===== src/rtl/ex_stage_if.sv =====
// ex_stage_if: ID->EX payload, EX->MEM/ID results and the data SRAM request.
//   slave  : the EX stage view (consumes ID payload and ms_allowin, drives the rest)
//   master : the surrounding pipeline view (ID, MEM and SRAM side)
interface ex_stage_if;
  localparam int unsigned XLEN = 32;
  localparam int unsigned OPW  = 19;
  localparam int unsigned AW   = 5;
  localparam int unsigned WEW  = 4;

  // handshake
  logic            ms_allowin;
  logic            es_allowin;
  logic            ds_to_es_valid;
  logic            es_to_ms_valid;

  // ID payload
  logic [XLEN-1:0] ds_pc;
  logic [XLEN-1:0] ds_alu_src1;
  logic [XLEN-1:0] ds_alu_src2;
  logic [XLEN-1:0] ds_rkd_value;
  logic [OPW-1:0]  ds_alu_op;
  logic            ds_res_from_mem;
  logic            ds_mem_we;
  logic            ds_rf_we;
  logic [AW-1:0]   ds_rf_waddr;

  // EX results towards MEM and forwarding to ID
  logic [XLEN-1:0] es_pc;
  logic [XLEN-1:0] es_alu_result;
  logic            es_res_from_mem;
  logic            es_rf_we;
  logic [AW-1:0]   es_rf_waddr;

  // data SRAM request
  logic            data_sram_en;
  logic [WEW-1:0]  data_sram_we;
  logic [XLEN-1:0] data_sram_addr;
  logic [XLEN-1:0] data_sram_wdata;

  modport slave (
    input  ms_allowin, ds_to_es_valid,
    input  ds_pc, ds_alu_src1, ds_alu_src2, ds_rkd_value,
    input  ds_alu_op, ds_res_from_mem, ds_mem_we, ds_rf_we, ds_rf_waddr,
    output es_allowin, es_to_ms_valid,
    output es_pc, es_alu_result, es_res_from_mem, es_rf_we, es_rf_waddr,
    output data_sram_en, data_sram_we, data_sram_addr, data_sram_wdata
  );

  modport master (
    output ms_allowin, ds_to_es_valid,
    output ds_pc, ds_alu_src1, ds_alu_src2, ds_rkd_value,
    output ds_alu_op, ds_res_from_mem, ds_mem_we, ds_rf_we, ds_rf_waddr,
    input  es_allowin, es_to_ms_valid,
    input  es_pc, es_alu_result, es_res_from_mem, es_rf_we, es_rf_waddr,
    input  data_sram_en, data_sram_we, data_sram_addr, data_sram_wdata
  );
endinterface


===== src/rtl/ex_stage.sv =====
// ex_stage: execute stage of the 5-stage pipeline.
//   Single-cycle ALU (add/sub/compare/logic/shift/lui/mul) plus a 32-step
//   radix-2 restoring divider for div/mod, signed and unsigned.
// Ports:
//   clk    : rising-edge clock
//   resetn : asynchronous active-low reset
//   bus    : ex_stage_if.slave (ID payload in, MEM/forwarding/SRAM out)
module ex_stage (
  input  logic       clk,
  input  logic       resetn,
  ex_stage_if.slave  bus
);
  localparam int unsigned XLEN = 32;
  localparam int unsigned OPW  = 19;
  localparam int unsigned AW   = 5;
  localparam int unsigned WEW  = 4;
  localparam int unsigned CNTW = 5;
  localparam logic [XLEN-1:0] PC_RST    = 32'h1bff_ffff;
  localparam logic [CNTW-1:0] LAST_STEP = CNTW'(XLEN - 1);

  typedef enum logic [1:0] {
    S_IDLE = 2'd0,
    S_BUSY = 2'd1,
    S_DONE = 2'd2
  } div_state_e;

  // pipeline payload
  logic            r_es_valid;
  logic [XLEN-1:0] r_pc;
  logic [XLEN-1:0] r_src1;
  logic [XLEN-1:0] r_src2;
  logic [XLEN-1:0] r_rkd;
  logic [OPW-1:0]  r_alu_op;
  logic            r_res_from_mem;
  logic            r_mem_we;
  logic            r_rf_we;
  logic [AW-1:0]   r_rf_waddr;

  // divider state
  div_state_e      r_state;
  div_state_e      w_state_nxt;
  logic [CNTW-1:0] r_cnt;
  logic [XLEN-1:0] r_quo;
  logic [XLEN-1:0] r_rem;
  logic [XLEN-1:0] r_dvs;
  logic            r_q_neg;
  logic            r_r_neg;
  logic            r_dz;

  // handshake
  logic            w_es_ready_go;
  logic            w_es_allowin;
  logic            w_es_to_ms_valid;

  // FSM decoded controls
  logic            w_div_start;
  logic            w_div_step;
  logic            w_div_done;

  // op class decode
  logic            w_div_op;
  logic            w_div_signed;

  assign w_div_op     = |r_alu_op[18:15];
  assign w_div_signed = r_alu_op[15] | r_alu_op[17];

  assign w_es_allowin     = ~r_es_valid | (w_es_ready_go & bus.ms_allowin);
  assign w_es_to_ms_valid = r_es_valid & w_es_ready_go;
  // Div ops stall until the divider reaches DONE; everything else is single-cycle.
  assign w_es_ready_go    = ~w_div_op | w_div_done;

  // ID -> EX payload register
  always_ff @(posedge clk or negedge resetn) begin
    if (!resetn) begin
      r_es_valid     <= 1'b0;
      r_pc           <= PC_RST;
      r_src1         <= '0;
      r_src2         <= '0;
      r_rkd          <= '0;
      r_alu_op       <= '0;
      r_res_from_mem <= 1'b0;
      r_mem_we       <= 1'b0;
      r_rf_we        <= 1'b0;
      r_rf_waddr     <= '0;
    end else begin
      if (w_es_allowin) begin
        r_es_valid <= bus.ds_to_es_valid;
      end
      if (w_es_allowin && bus.ds_to_es_valid) begin
        r_pc           <= bus.ds_pc;
        r_src1         <= bus.ds_alu_src1;
        r_src2         <= bus.ds_alu_src2;
        r_rkd          <= bus.ds_rkd_value;
        r_alu_op       <= bus.ds_alu_op;
        r_res_from_mem <= bus.ds_res_from_mem;
        r_mem_we       <= bus.ds_mem_we;
        r_rf_we        <= bus.ds_rf_we;
        r_rf_waddr     <= bus.ds_rf_waddr;
      end
    end
  end

  // single-cycle ALU
  logic [XLEN-1:0]   w_add;
  logic [XLEN-1:0]   w_sub;
  logic [XLEN-1:0]   w_slt;
  logic [XLEN-1:0]   w_sltu;
  logic [4:0]        w_shamt;
  logic [XLEN-1:0]   w_sll;
  logic [XLEN-1:0]   w_srl;
  logic [XLEN-1:0]   w_sra;
  logic signed [2*XLEN-1:0] w_prod_s;
  logic [2*XLEN-1:0] w_prod_u;

  assign w_add    = r_src1 + r_src2;
  assign w_sub    = r_src1 - r_src2;
  assign w_slt    = {{(XLEN-1){1'b0}}, ($signed(r_src1) < $signed(r_src2))};
  assign w_sltu   = {{(XLEN-1){1'b0}}, (r_src1 < r_src2)};
  assign w_shamt  = r_src2[4:0];
  assign w_sll    = r_src1 << w_shamt;
  assign w_srl    = r_src1 >> w_shamt;
  assign w_sra    = $unsigned($signed(r_src1) >>> w_shamt);
  // Operands are extended to 64 bits so the low 64 bits of the product are exact.
  assign w_prod_s = $signed({{XLEN{r_src1[XLEN-1]}}, r_src1})
                  * $signed({{XLEN{r_src2[XLEN-1]}}, r_src2});
  assign w_prod_u = {{XLEN{1'b0}}, r_src1} * {{XLEN{1'b0}}, r_src2};

  // divider operand magnitudes; |0x80000000| wraps back to 0x80000000, which is exact unsigned
  logic [XLEN-1:0] w_abs_a;
  logic [XLEN-1:0] w_abs_b;

  assign w_abs_a = (w_div_signed && r_src1[XLEN-1]) ? -r_src1 : r_src1;
  assign w_abs_b = (w_div_signed && r_src2[XLEN-1]) ? -r_src2 : r_src2;

  // one restoring step: shift the next dividend bit into the partial remainder
  logic [XLEN:0]   w_shift;
  logic            w_fits;
  logic [XLEN-1:0] w_diff;

  assign w_shift = {r_rem, r_quo[XLEN-1]};
  assign w_fits  = (w_shift >= {1'b0, r_dvs});
  assign w_diff  = XLEN'(w_shift - {1'b0, r_dvs});

  // FSM state register
  always_ff @(posedge clk or negedge resetn) begin
    if (!resetn) begin
      r_state <= S_IDLE;
    end else begin
      r_state <= w_state_nxt;
    end
  end

  // FSM next state
  always_comb begin
    w_state_nxt = r_state;
    unique case (r_state)
      S_IDLE: if (r_es_valid && w_div_op)                 w_state_nxt = S_BUSY;
      S_BUSY: if (r_cnt == LAST_STEP)                     w_state_nxt = S_DONE;
      S_DONE: if (w_es_to_ms_valid && bus.ms_allowin)     w_state_nxt = S_IDLE;
      default:                                            w_state_nxt = S_IDLE;
    endcase
  end

  // FSM outputs
  always_comb begin
    w_div_start = 1'b0;
    w_div_step  = 1'b0;
    w_div_done  = 1'b0;
    unique case (r_state)
      S_IDLE:  w_div_start = r_es_valid & w_div_op;
      S_BUSY:  w_div_step  = 1'b1;
      S_DONE:  w_div_done  = 1'b1;
      default: w_div_start = 1'b0;
    endcase
  end

  // divider datapath: latch magnitudes on start, retire one quotient bit per step
  always_ff @(posedge clk or negedge resetn) begin
    if (!resetn) begin
      r_cnt   <= '0;
      r_quo   <= '0;
      r_rem   <= '0;
      r_dvs   <= '0;
      r_q_neg <= 1'b0;
      r_r_neg <= 1'b0;
      r_dz    <= 1'b0;
    end else if (w_div_start) begin
      r_cnt   <= '0;
      r_quo   <= w_abs_a;
      r_rem   <= '0;
      r_dvs   <= w_abs_b;
      r_q_neg <= w_div_signed & (r_src1[XLEN-1] ^ r_src2[XLEN-1]);
      r_r_neg <= w_div_signed & r_src1[XLEN-1];
      r_dz    <= (r_src2 == '0);
    end else if (w_div_step) begin
      r_cnt   <= r_cnt + CNTW'(1);
      r_rem   <= w_fits ? w_diff : w_shift[XLEN-1:0];
      r_quo   <= {r_quo[XLEN-2:0], w_fits};
    end
  end

  // signed fix-up; divide by zero forces all-ones quotient and returns the dividend
  logic [XLEN-1:0] w_quo_fix;
  logic [XLEN-1:0] w_rem_fix;

  assign w_quo_fix = r_dz ? '1     : (r_q_neg ? -r_quo : r_quo);
  assign w_rem_fix = r_dz ? r_src1 : (r_r_neg ? -r_rem : r_rem);

  // one-hot result select
  logic [XLEN-1:0] w_alu_result;

  assign w_alu_result = ({XLEN{r_alu_op[0]}}  & w_add)
                      | ({XLEN{r_alu_op[1]}}  & w_sub)
                      | ({XLEN{r_alu_op[2]}}  & w_slt)
                      | ({XLEN{r_alu_op[3]}}  & w_sltu)
                      | ({XLEN{r_alu_op[4]}}  & (r_src1 & r_src2))
                      | ({XLEN{r_alu_op[5]}}  & ~(r_src1 | r_src2))
                      | ({XLEN{r_alu_op[6]}}  & (r_src1 | r_src2))
                      | ({XLEN{r_alu_op[7]}}  & (r_src1 ^ r_src2))
                      | ({XLEN{r_alu_op[8]}}  & w_sll)
                      | ({XLEN{r_alu_op[9]}}  & w_srl)
                      | ({XLEN{r_alu_op[10]}} & w_sra)
                      | ({XLEN{r_alu_op[11]}} & r_src2)
                      | ({XLEN{r_alu_op[12]}} & w_prod_s[XLEN-1:0])
                      | ({XLEN{r_alu_op[13]}} & w_prod_s[2*XLEN-1:XLEN])
                      | ({XLEN{r_alu_op[14]}} & w_prod_u[2*XLEN-1:XLEN])
                      | ({XLEN{r_alu_op[15] | r_alu_op[16]}} & w_quo_fix)
                      | ({XLEN{r_alu_op[17] | r_alu_op[18]}} & w_rem_fix)
                      // low product bits are unused by the unsigned high-word op
                      | ({XLEN{1'b0}} & w_prod_u[XLEN-1:0]);

  // outputs
  assign bus.es_allowin      = w_es_allowin;
  assign bus.es_to_ms_valid  = w_es_to_ms_valid;
  assign bus.es_pc           = r_pc;
  assign bus.es_alu_result   = w_alu_result;
  assign bus.es_res_from_mem = r_res_from_mem;
  // an empty stage must not look like a pending register write to ID
  assign bus.es_rf_we        = r_rf_we & r_es_valid;
  assign bus.es_rf_waddr     = r_rf_waddr;
  assign bus.data_sram_en    = r_es_valid & (r_res_from_mem | r_mem_we);
  assign bus.data_sram_we    = {WEW{r_mem_we & r_es_valid}};
  assign bus.data_sram_addr  = w_alu_result;
  assign bus.data_sram_wdata = r_rkd;

endmodule


===== src/flat_wrapper.sv =====
// flat-port wrapper written by rule: the top's interface ports become plain ports
module ex_stage_flat 
  (clk, resetn, bus_ms_allowin, bus_ds_to_es_valid, bus_ds_pc, bus_ds_alu_src1, bus_ds_alu_src2, bus_ds_rkd_value, bus_ds_alu_op, bus_ds_res_from_mem, bus_ds_mem_we, bus_ds_rf_we, bus_ds_rf_waddr, bus_es_allowin, bus_es_to_ms_valid, bus_es_pc, bus_es_alu_result, bus_es_res_from_mem, bus_es_rf_we, bus_es_rf_waddr, bus_data_sram_en, bus_data_sram_we, bus_data_sram_addr, bus_data_sram_wdata);
  ex_stage_if bus_i ();
  input  logic clk;
  input  logic resetn;
  input wire logic [$bits(bus_i.ms_allowin)-1:0] bus_ms_allowin;
  input wire logic [$bits(bus_i.ds_to_es_valid)-1:0] bus_ds_to_es_valid;
  input wire logic [$bits(bus_i.ds_pc)-1:0] bus_ds_pc;
  input wire logic [$bits(bus_i.ds_alu_src1)-1:0] bus_ds_alu_src1;
  input wire logic [$bits(bus_i.ds_alu_src2)-1:0] bus_ds_alu_src2;
  input wire logic [$bits(bus_i.ds_rkd_value)-1:0] bus_ds_rkd_value;
  input wire logic [$bits(bus_i.ds_alu_op)-1:0] bus_ds_alu_op;
  input wire logic [$bits(bus_i.ds_res_from_mem)-1:0] bus_ds_res_from_mem;
  input wire logic [$bits(bus_i.ds_mem_we)-1:0] bus_ds_mem_we;
  input wire logic [$bits(bus_i.ds_rf_we)-1:0] bus_ds_rf_we;
  input wire logic [$bits(bus_i.ds_rf_waddr)-1:0] bus_ds_rf_waddr;
  output wire logic [$bits(bus_i.es_allowin)-1:0] bus_es_allowin;
  output wire logic [$bits(bus_i.es_to_ms_valid)-1:0] bus_es_to_ms_valid;
  output wire logic [$bits(bus_i.es_pc)-1:0] bus_es_pc;
  output wire logic [$bits(bus_i.es_alu_result)-1:0] bus_es_alu_result;
  output wire logic [$bits(bus_i.es_res_from_mem)-1:0] bus_es_res_from_mem;
  output wire logic [$bits(bus_i.es_rf_we)-1:0] bus_es_rf_we;
  output wire logic [$bits(bus_i.es_rf_waddr)-1:0] bus_es_rf_waddr;
  output wire logic [$bits(bus_i.data_sram_en)-1:0] bus_data_sram_en;
  output wire logic [$bits(bus_i.data_sram_we)-1:0] bus_data_sram_we;
  output wire logic [$bits(bus_i.data_sram_addr)-1:0] bus_data_sram_addr;
  output wire logic [$bits(bus_i.data_sram_wdata)-1:0] bus_data_sram_wdata;
  assign bus_i.ms_allowin = bus_ms_allowin;
  assign bus_i.ds_to_es_valid = bus_ds_to_es_valid;
  assign bus_i.ds_pc = bus_ds_pc;
  assign bus_i.ds_alu_src1 = bus_ds_alu_src1;
  assign bus_i.ds_alu_src2 = bus_ds_alu_src2;
  assign bus_i.ds_rkd_value = bus_ds_rkd_value;
  assign bus_i.ds_alu_op = bus_ds_alu_op;
  assign bus_i.ds_res_from_mem = bus_ds_res_from_mem;
  assign bus_i.ds_mem_we = bus_ds_mem_we;
  assign bus_i.ds_rf_we = bus_ds_rf_we;
  assign bus_i.ds_rf_waddr = bus_ds_rf_waddr;
  assign bus_es_allowin = bus_i.es_allowin;
  assign bus_es_to_ms_valid = bus_i.es_to_ms_valid;
  assign bus_es_pc = bus_i.es_pc;
  assign bus_es_alu_result = bus_i.es_alu_result;
  assign bus_es_res_from_mem = bus_i.es_res_from_mem;
  assign bus_es_rf_we = bus_i.es_rf_we;
  assign bus_es_rf_waddr = bus_i.es_rf_waddr;
  assign bus_data_sram_en = bus_i.data_sram_en;
  assign bus_data_sram_we = bus_i.data_sram_we;
  assign bus_data_sram_addr = bus_i.data_sram_addr;
  assign bus_data_sram_wdata = bus_i.data_sram_wdata;
  ex_stage u_core (.clk(clk), .resetn(resetn), .bus(bus_i));
endmodule

===== config.mk =====
export PLATFORM = sky130hd
export DESIGN_NAME = ex_stage_flat
export DESIGN_NICKNAME = d
export VERILOG_FILES = /design/src/rtl/ex_stage_if.sv /design/src/rtl/ex_stage.sv /design/src/flat_wrapper.sv
export SDC_FILE = /design/constraint.sdc
export NUM_CORES = 2
export LEC_CHECK = 0
export ABC_CLOCK_PERIOD_IN_PS = 28500
export CAP_MARGIN = 10
export CORE_UTILIZATION = 30
export CTS_CLUSTER_DIAMETER = 120
export DETAILED_ROUTE_END_ITERATION = 10
export GPL_TIMING_DRIVEN = 0
export HOLD_SLACK_MARGIN = 0.1
export PLACE_DENSITY = 0.43
export SLEW_MARGIN = 15
export SYNTH_ARGS = -nofsm -noshare
export SYNTH_HDL_FRONTEND = slang
export SYNTH_SLANG_ARGS = --single-unit

===== constraint.sdc =====
create_clock -name clk -period 28.5 [get_ports clk]
set_input_delay 4.275 -clock clk [delete_from_list [all_inputs] [get_ports clk]]
set_output_delay 4.275 -clock clk [all_outputs]
set_load 0.05 [all_outputs]

==> flow_results.xml <==
<?xml version="1.0" encoding="UTF-8"?>
<metrics>
  <group name="cells_and_area">
    <metric name="utilization" unit="%">33.90</metric>
    <metric name="final-instance-count-excl-fill" unit="">11830</metric>
    <metric name="layout-area-overhead-vs-synth" unit="%">12.32</metric>
    <metric name="num-nets-final" unit="">10740</metric>
    <metric name="drive_above_1_share" unit="%">5.957</metric>
  </group>
  <group name="route">
    <metric name="final_antenna_net_count" unit="">0</metric>
    <metric name="detailroute.via_count" unit="">65700</metric>
    <metric name="first_iter_violations" unit="">7689</metric>
    <metric name="detail_route.wirelength" unit="mm">431.6</metric>
    <metric name="drc" unit="">0</metric>
    <metric name="avgViaCountPerCell" unit="">5.554</metric>
    <metric name="drtPass1Iterations" unit="">7</metric>
    <metric name="detail_route.wl_per_cell" unit="um">36.49</metric>
  </group>
  <group name="grt">
    <metric name="grt_pass1_vias" unit="">68420</metric>
    <metric name="number_of_antenna_violations_at_the_first_check_in_global_routing" unit="">56</metric>
    <metric name="globalRouteTotalUtil" unit="%">34.78</metric>
    <metric name="grt_pass1_wl" unit="mm">584.6</metric>
    <metric name="globalRoute.totalOverflow" unit="">0</metric>
    <metric name="grt_start_max_net_pins" unit="">96</metric>
  </group>
  <group name="logic_synthesis">
    <metric name="post_synth.cell_area_avg" unit="sq um">8.935</metric>
    <metric name="synthDominantCellAreaShare" unit="%">40.15</metric>
    <metric name="compound_gate_portion_of_the_synthesized_area" unit="%">11.14</metric>
    <metric name="synthesis.nets" unit="">10380</metric>
    <metric name="synth_cells" unit="">8225</metric>
    <metric name="synth_edf_count" unit="">0</metric>
    <metric name="synth_flop_cell" unit="">sky130_fd_sc_hd__dfrtp_1</metric>
    <metric name="asyncSetResetFlopFracSynth" unit="%">100.0</metric>
    <metric name="ys.warnings.count" unit="">0</metric>
    <metric name="synth-xor-area-share" unit="%">3.129</metric>
    <metric name="muxShareOfSynthArea" unit="%">4.686</metric>
    <metric name="yosys.area_share.adder" unit="%">49.02</metric>
    <metric name="postSynthRegisterBits" unit="">262</metric>
    <metric name="post_synth_instance_area" unit="sq mm">0.07349</metric>
    <metric name="yosysTopAreaCell" unit="">sky130_fd_sc_hd__fa_1</metric>
    <metric name="combinational_family_with_the_most_area_after_synthesis" unit="">adder cells</metric>
    <metric name="yosys.cell_types.count" unit="">105</metric>
    <metric name="synth_simple_gate_area_share" unit="%">11.77</metric>
    <metric name="synth.area.top_cells" unit="">sky130_fd_sc_hd__fa_1 40%, sky130_fd_sc_hd__ha_1 8.9%, sky130_fd_sc_hd__inv_1 8.2%</metric>
    <metric name="yosysSeqAreaShare" unit="%">8.969</metric>
  </group>
  <group name="sta">
    <metric name="min_period_over_period" unit="%">72.78</metric>
    <metric name="min_period" unit="ps">20740</metric>
    <metric name="final.setup_skew" unit="ps">40.16</metric>
    <metric name="fmax" unit="GHz">0.04821</metric>
    <metric name="worstMarginPinSlew" unit="ps">1399</metric>
    <metric name="timing.setup.tns" unit="ps">0</metric>
    <metric name="timing.final.max_slew_violations" unit="">0</metric>
    <metric name="worst_hold_slack" unit="ps">485.1</metric>
    <metric name="setup-violations-final" unit="">0</metric>
    <metric name="setup_repair_after_global_routing_missed_its_margin" unit="">false</metric>
    <metric name="slew-limit-headroom" unit="%">6.733</metric>
    <metric name="finalHoldViolations" unit="">0</metric>
  </group>
  <group name="placement">
    <metric name="port_buffers" unit="">300</metric>
    <metric name="post-place-cells" unit="">11750</metric>
    <metric name="detailedPlacementHpwl" unit="mm">365.3</metric>
    <metric name="gp_routability_congestion" unit="">1.061</metric>
  </group>
  <group name="worst_setup_path">
    <metric name="rrSetupSlack" unit="ps">22020</metric>
    <metric name="timing.setup.critical_path_class" unit="">flip-flop to output pin</metric>
    <metric name="r2r-end" unit="">u_core.r_dvs[30]</metric>
    <metric name="timing.critical_path.slowest_cell_delay" unit="ps">930</metric>
    <metric name="path_max_fanout" unit="">10</metric>
    <metric name="crit_slowest_cell" unit="">sky130_fd_sc_hd__a21oi_1</metric>
    <metric name="crit_path_end_kind" unit="">output pin</metric>
    <metric name="setup.worst_path.start_class" unit="">flip-flop</metric>
    <metric name="crit_top_cell" unit="">sky130_fd_sc_hd__fa_1</metric>
    <metric name="critical_path_required" unit="ps">24230</metric>
    <metric name="reg2reg_depth" unit="">13</metric>
    <metric name="timing.critical_path.arrival" unit="ps">16470</metric>
    <metric name="r2r-start" unit="">u_core.r_src2[1]</metric>
  </group>
  <group name="floorplan">
    <metric name="rows" unit="">181</metric>
    <metric name="io-pin-count" unit="">301</metric>
    <metric name="die_y" unit="um">496.9</metric>
    <metric name="fp.dieArea" unit="sq mm">0.2469</metric>
    <metric name="floorplan_core_area" unit="sq mm">0.2435</metric>
    <metric name="initial_utilization" unit="%">30.19</metric>
    <metric name="die_w" unit="um">496.9</metric>
  </group>
  <group name="clocking">
    <metric name="cts.sinks" unit="">262</metric>
    <metric name="clock_latency" unit="ps">610</metric>
    <metric name="post_cts_hold_buffer_count" unit="">0</metric>
    <metric name="number_of_resized_instances_in_the_post_cts_repair_step" unit="">0</metric>
    <metric name="clkTransAtPathRegs" unit="ps">60</metric>
    <metric name="tritoncts" unit="">yes</metric>
    <metric name="cts_root_buffer" unit="">sky130_fd_sc_hd__clkbuf_16</metric>
    <metric name="htreeDepth" unit="">2</metric>
    <metric name="cts-buffers-inserted" unit="">36</metric>
    <metric name="postCtsSetupBuffers" unit="">0</metric>
    <metric name="maximum_clock_path_buffer_count" unit="">3</metric>
  </group>
  <group name="worst_hold_path">
    <metric name="hold_end" unit="">u_core.r_dvs[19]</metric>
    <metric name="hold_path_depth" unit="">2</metric>
    <metric name="hp-start" unit="">u_core.r_dvs[19]</metric>
    <metric name="hold_path_class" unit="">flip-flop to flip-flop</metric>
  </group>
  <group name="run_status">
    <metric name="outcome" unit="">complete, no violations</metric>
  </group>
  <group name="job">
    <metric name="cap_violations" unit="">0</metric>
  </group>
</metrics>
## state kept, by name, indices dropped and copies added, names as in the netlist
register,count
u_core.r_rem,32
u_core.r_src1,32
u_core.r_alu_op,19
u_core.bus.es_res_from_mem,1
u_core.bus.es_pc,32
u_core.r_rf_we,1
u_core.r_dz,1
u_core.r_r_neg,1
u_core.r_mem_we,1
u_core.r_state,2
u_core.r_cnt,5
u_core.r_quo,32
u_core.bus.data_sram_wdata,32
u_core.r_src2,32
u_core.r_dvs,32
u_core.r_q_neg,1
u_core.bus.es_rf_waddr,5
u_core.r_es_valid,1
## layout by cell type, fill, tap and decap left out, types with 24 or more instances in the layout
master                            instances
sky130_fd_sc_hd__nor3_1                  63
sky130_fd_sc_hd__mux2i_1                110
sky130_fd_sc_hd__xor2_1                  55
sky130_fd_sc_hd__nand4_1                 56
sky130_fd_sc_hd__a211oi_1                24
sky130_fd_sc_hd__nor2_1                 705
sky130_fd_sc_hd__xnor2_1                196
sky130_fd_sc_hd__clkbuf_2                70
sky130_fd_sc_hd__a21o_1                  88
sky130_fd_sc_hd__nor2b_1                 27
sky130_fd_sc_hd__nand3_1                 73
sky130_fd_sc_hd__a222oi_1                25
sky130_fd_sc_hd__a21oi_1                254
sky130_fd_sc_hd__buf_2                   43
sky130_fd_sc_hd__o211ai_1                37
sky130_fd_sc_hd__clkbuf_1               270
sky130_fd_sc_hd__nand2b_1                30
sky130_fd_sc_hd__or3_1                   24
sky130_fd_sc_hd__o2111ai_1               29
sky130_fd_sc_hd__nor4_1                  30
sky130_fd_sc_hd__buf_1                   78
sky130_fd_sc_hd__nand2_1                918
sky130_fd_sc_hd__o21bai_1                28
sky130_fd_sc_hd__ha_1                   521
sky130_fd_sc_hd__mux4_2                  59
sky130_fd_sc_hd__dfrtp_1                233
sky130_fd_sc_hd__mux2_2                  90
sky130_fd_sc_hd__inv_1                 1611
sky130_fd_sc_hd__a22oi_1                 47
sky130_fd_sc_hd__buf_4                   46
sky130_fd_sc_hd__clkdlybuf4s50_1        299
sky130_fd_sc_hd__o31ai_1                 40
sky130_fd_sc_hd__fa_1                  1473
sky130_fd_sc_hd__dfstp_2                 28
sky130_fd_sc_hd__a221oi_1                35
sky130_fd_sc_hd__clkbuf_16               37
sky130_fd_sc_hd__a31oi_1                 53
sky130_fd_sc_hd__o21ai_0                379
sky130_fd_sc_hd__and3_1                  35
## kinds of logic after synthesis
group,count (synthesis)
and+or+nand+nor,2044
muxes,259
AOI/OAI and AO/OA,1254
xor gates and xnor gates,261
adders and majority gates,1995
buffers and inverters,2150
DFF,262
## worst max-delay path by stage
stage / from / to / slack (ps) / cells past startpoint
5_1_grt: u_core.r_src2[4] / bus_es_alu_result[31] / 7610 / 33
2_1_floorplan: u_core.r_src2[4] / bus_es_alu_result[7] / 14290 / 30
3_5_place_dp: u_core.r_src2[4] / bus_es_alu_result[31] / 8330 / 33
6_report: u_core.r_src2[4] / bus_es_alu_result[31] / 7760 / 33
3_3_place_gp: u_core.r_src2[4] / bus_es_alu_result[31] / 7420 / 32
4_1_cts: u_core.r_src2[4] / bus_es_alu_result[31] / 7660 / 33
## stage by stage
step           setup WS (ps)  cell area [sq um]
2_1_floorplan          14290              73490
3_3_place_gp            7421              80500
3_5_place_dp            8329              81070
4_1_cts                 7660              82440
5_1_grt                 7614              82500
6_report                7757              82540
## critical path: cells and delay by family, from the launching register on
| kind | cells | cell delay (ps) |
|---|---|---|
| buffers and inverters | 13 | 5230 |
| AOI/OAI and AO/OA | 8 | 4430 |
| adders and majority gates | 9 | 4460 |
| DFF | 1 | 680 |
| and+or+nand+nor | 3 | 940 |
## layout make-up
type                       count  area, sq um
antenna                       15        37.54
buffer                       503         2228
clock buffer                  48         1017
clock inverter                18        354.1
fill                       25810       160900
inverter                    1647         6187
multi-input combinational   5813        58780
sequential                   262         6593
tap                         3202         4006
timing repair buffer         320         3339
## routing by layer
layer  GRT usage (%)  share of wire, %  routed length (um)  up-vias
li1                -                 -                   -    26690
met1           44.92                41              175200    34590
met2           51.63                42              182000     3553
met3           10.09                10               43400      849
met4           20.14               7.2               30890       14
met5               0             0.016                  69        -
## cell usage after synthesis, drive strengths merged (33+ instances only)
cell / count
a21o: 88
a21oi: 255
a221oi: 37
a22oi: 47
a31oi: 53
and3: 35
buf: 169
clkbuf: 334
dfrtp: 234
fa: 1474
ha: 521
inv: 1620
mux2: 90
mux2i: 110
mux4: 59
nand2: 918
nand3: 73
nand4: 56
nor2: 710
nor3: 67
nor4: 33
o211ai: 37
o21ai: 388
o31ai: 43
xnor2: 202
xor2: 58
Power is left out: the tool's default activity adds up to more than one toggle a clock period on the data nets, which glitch-free logic cannot reach.
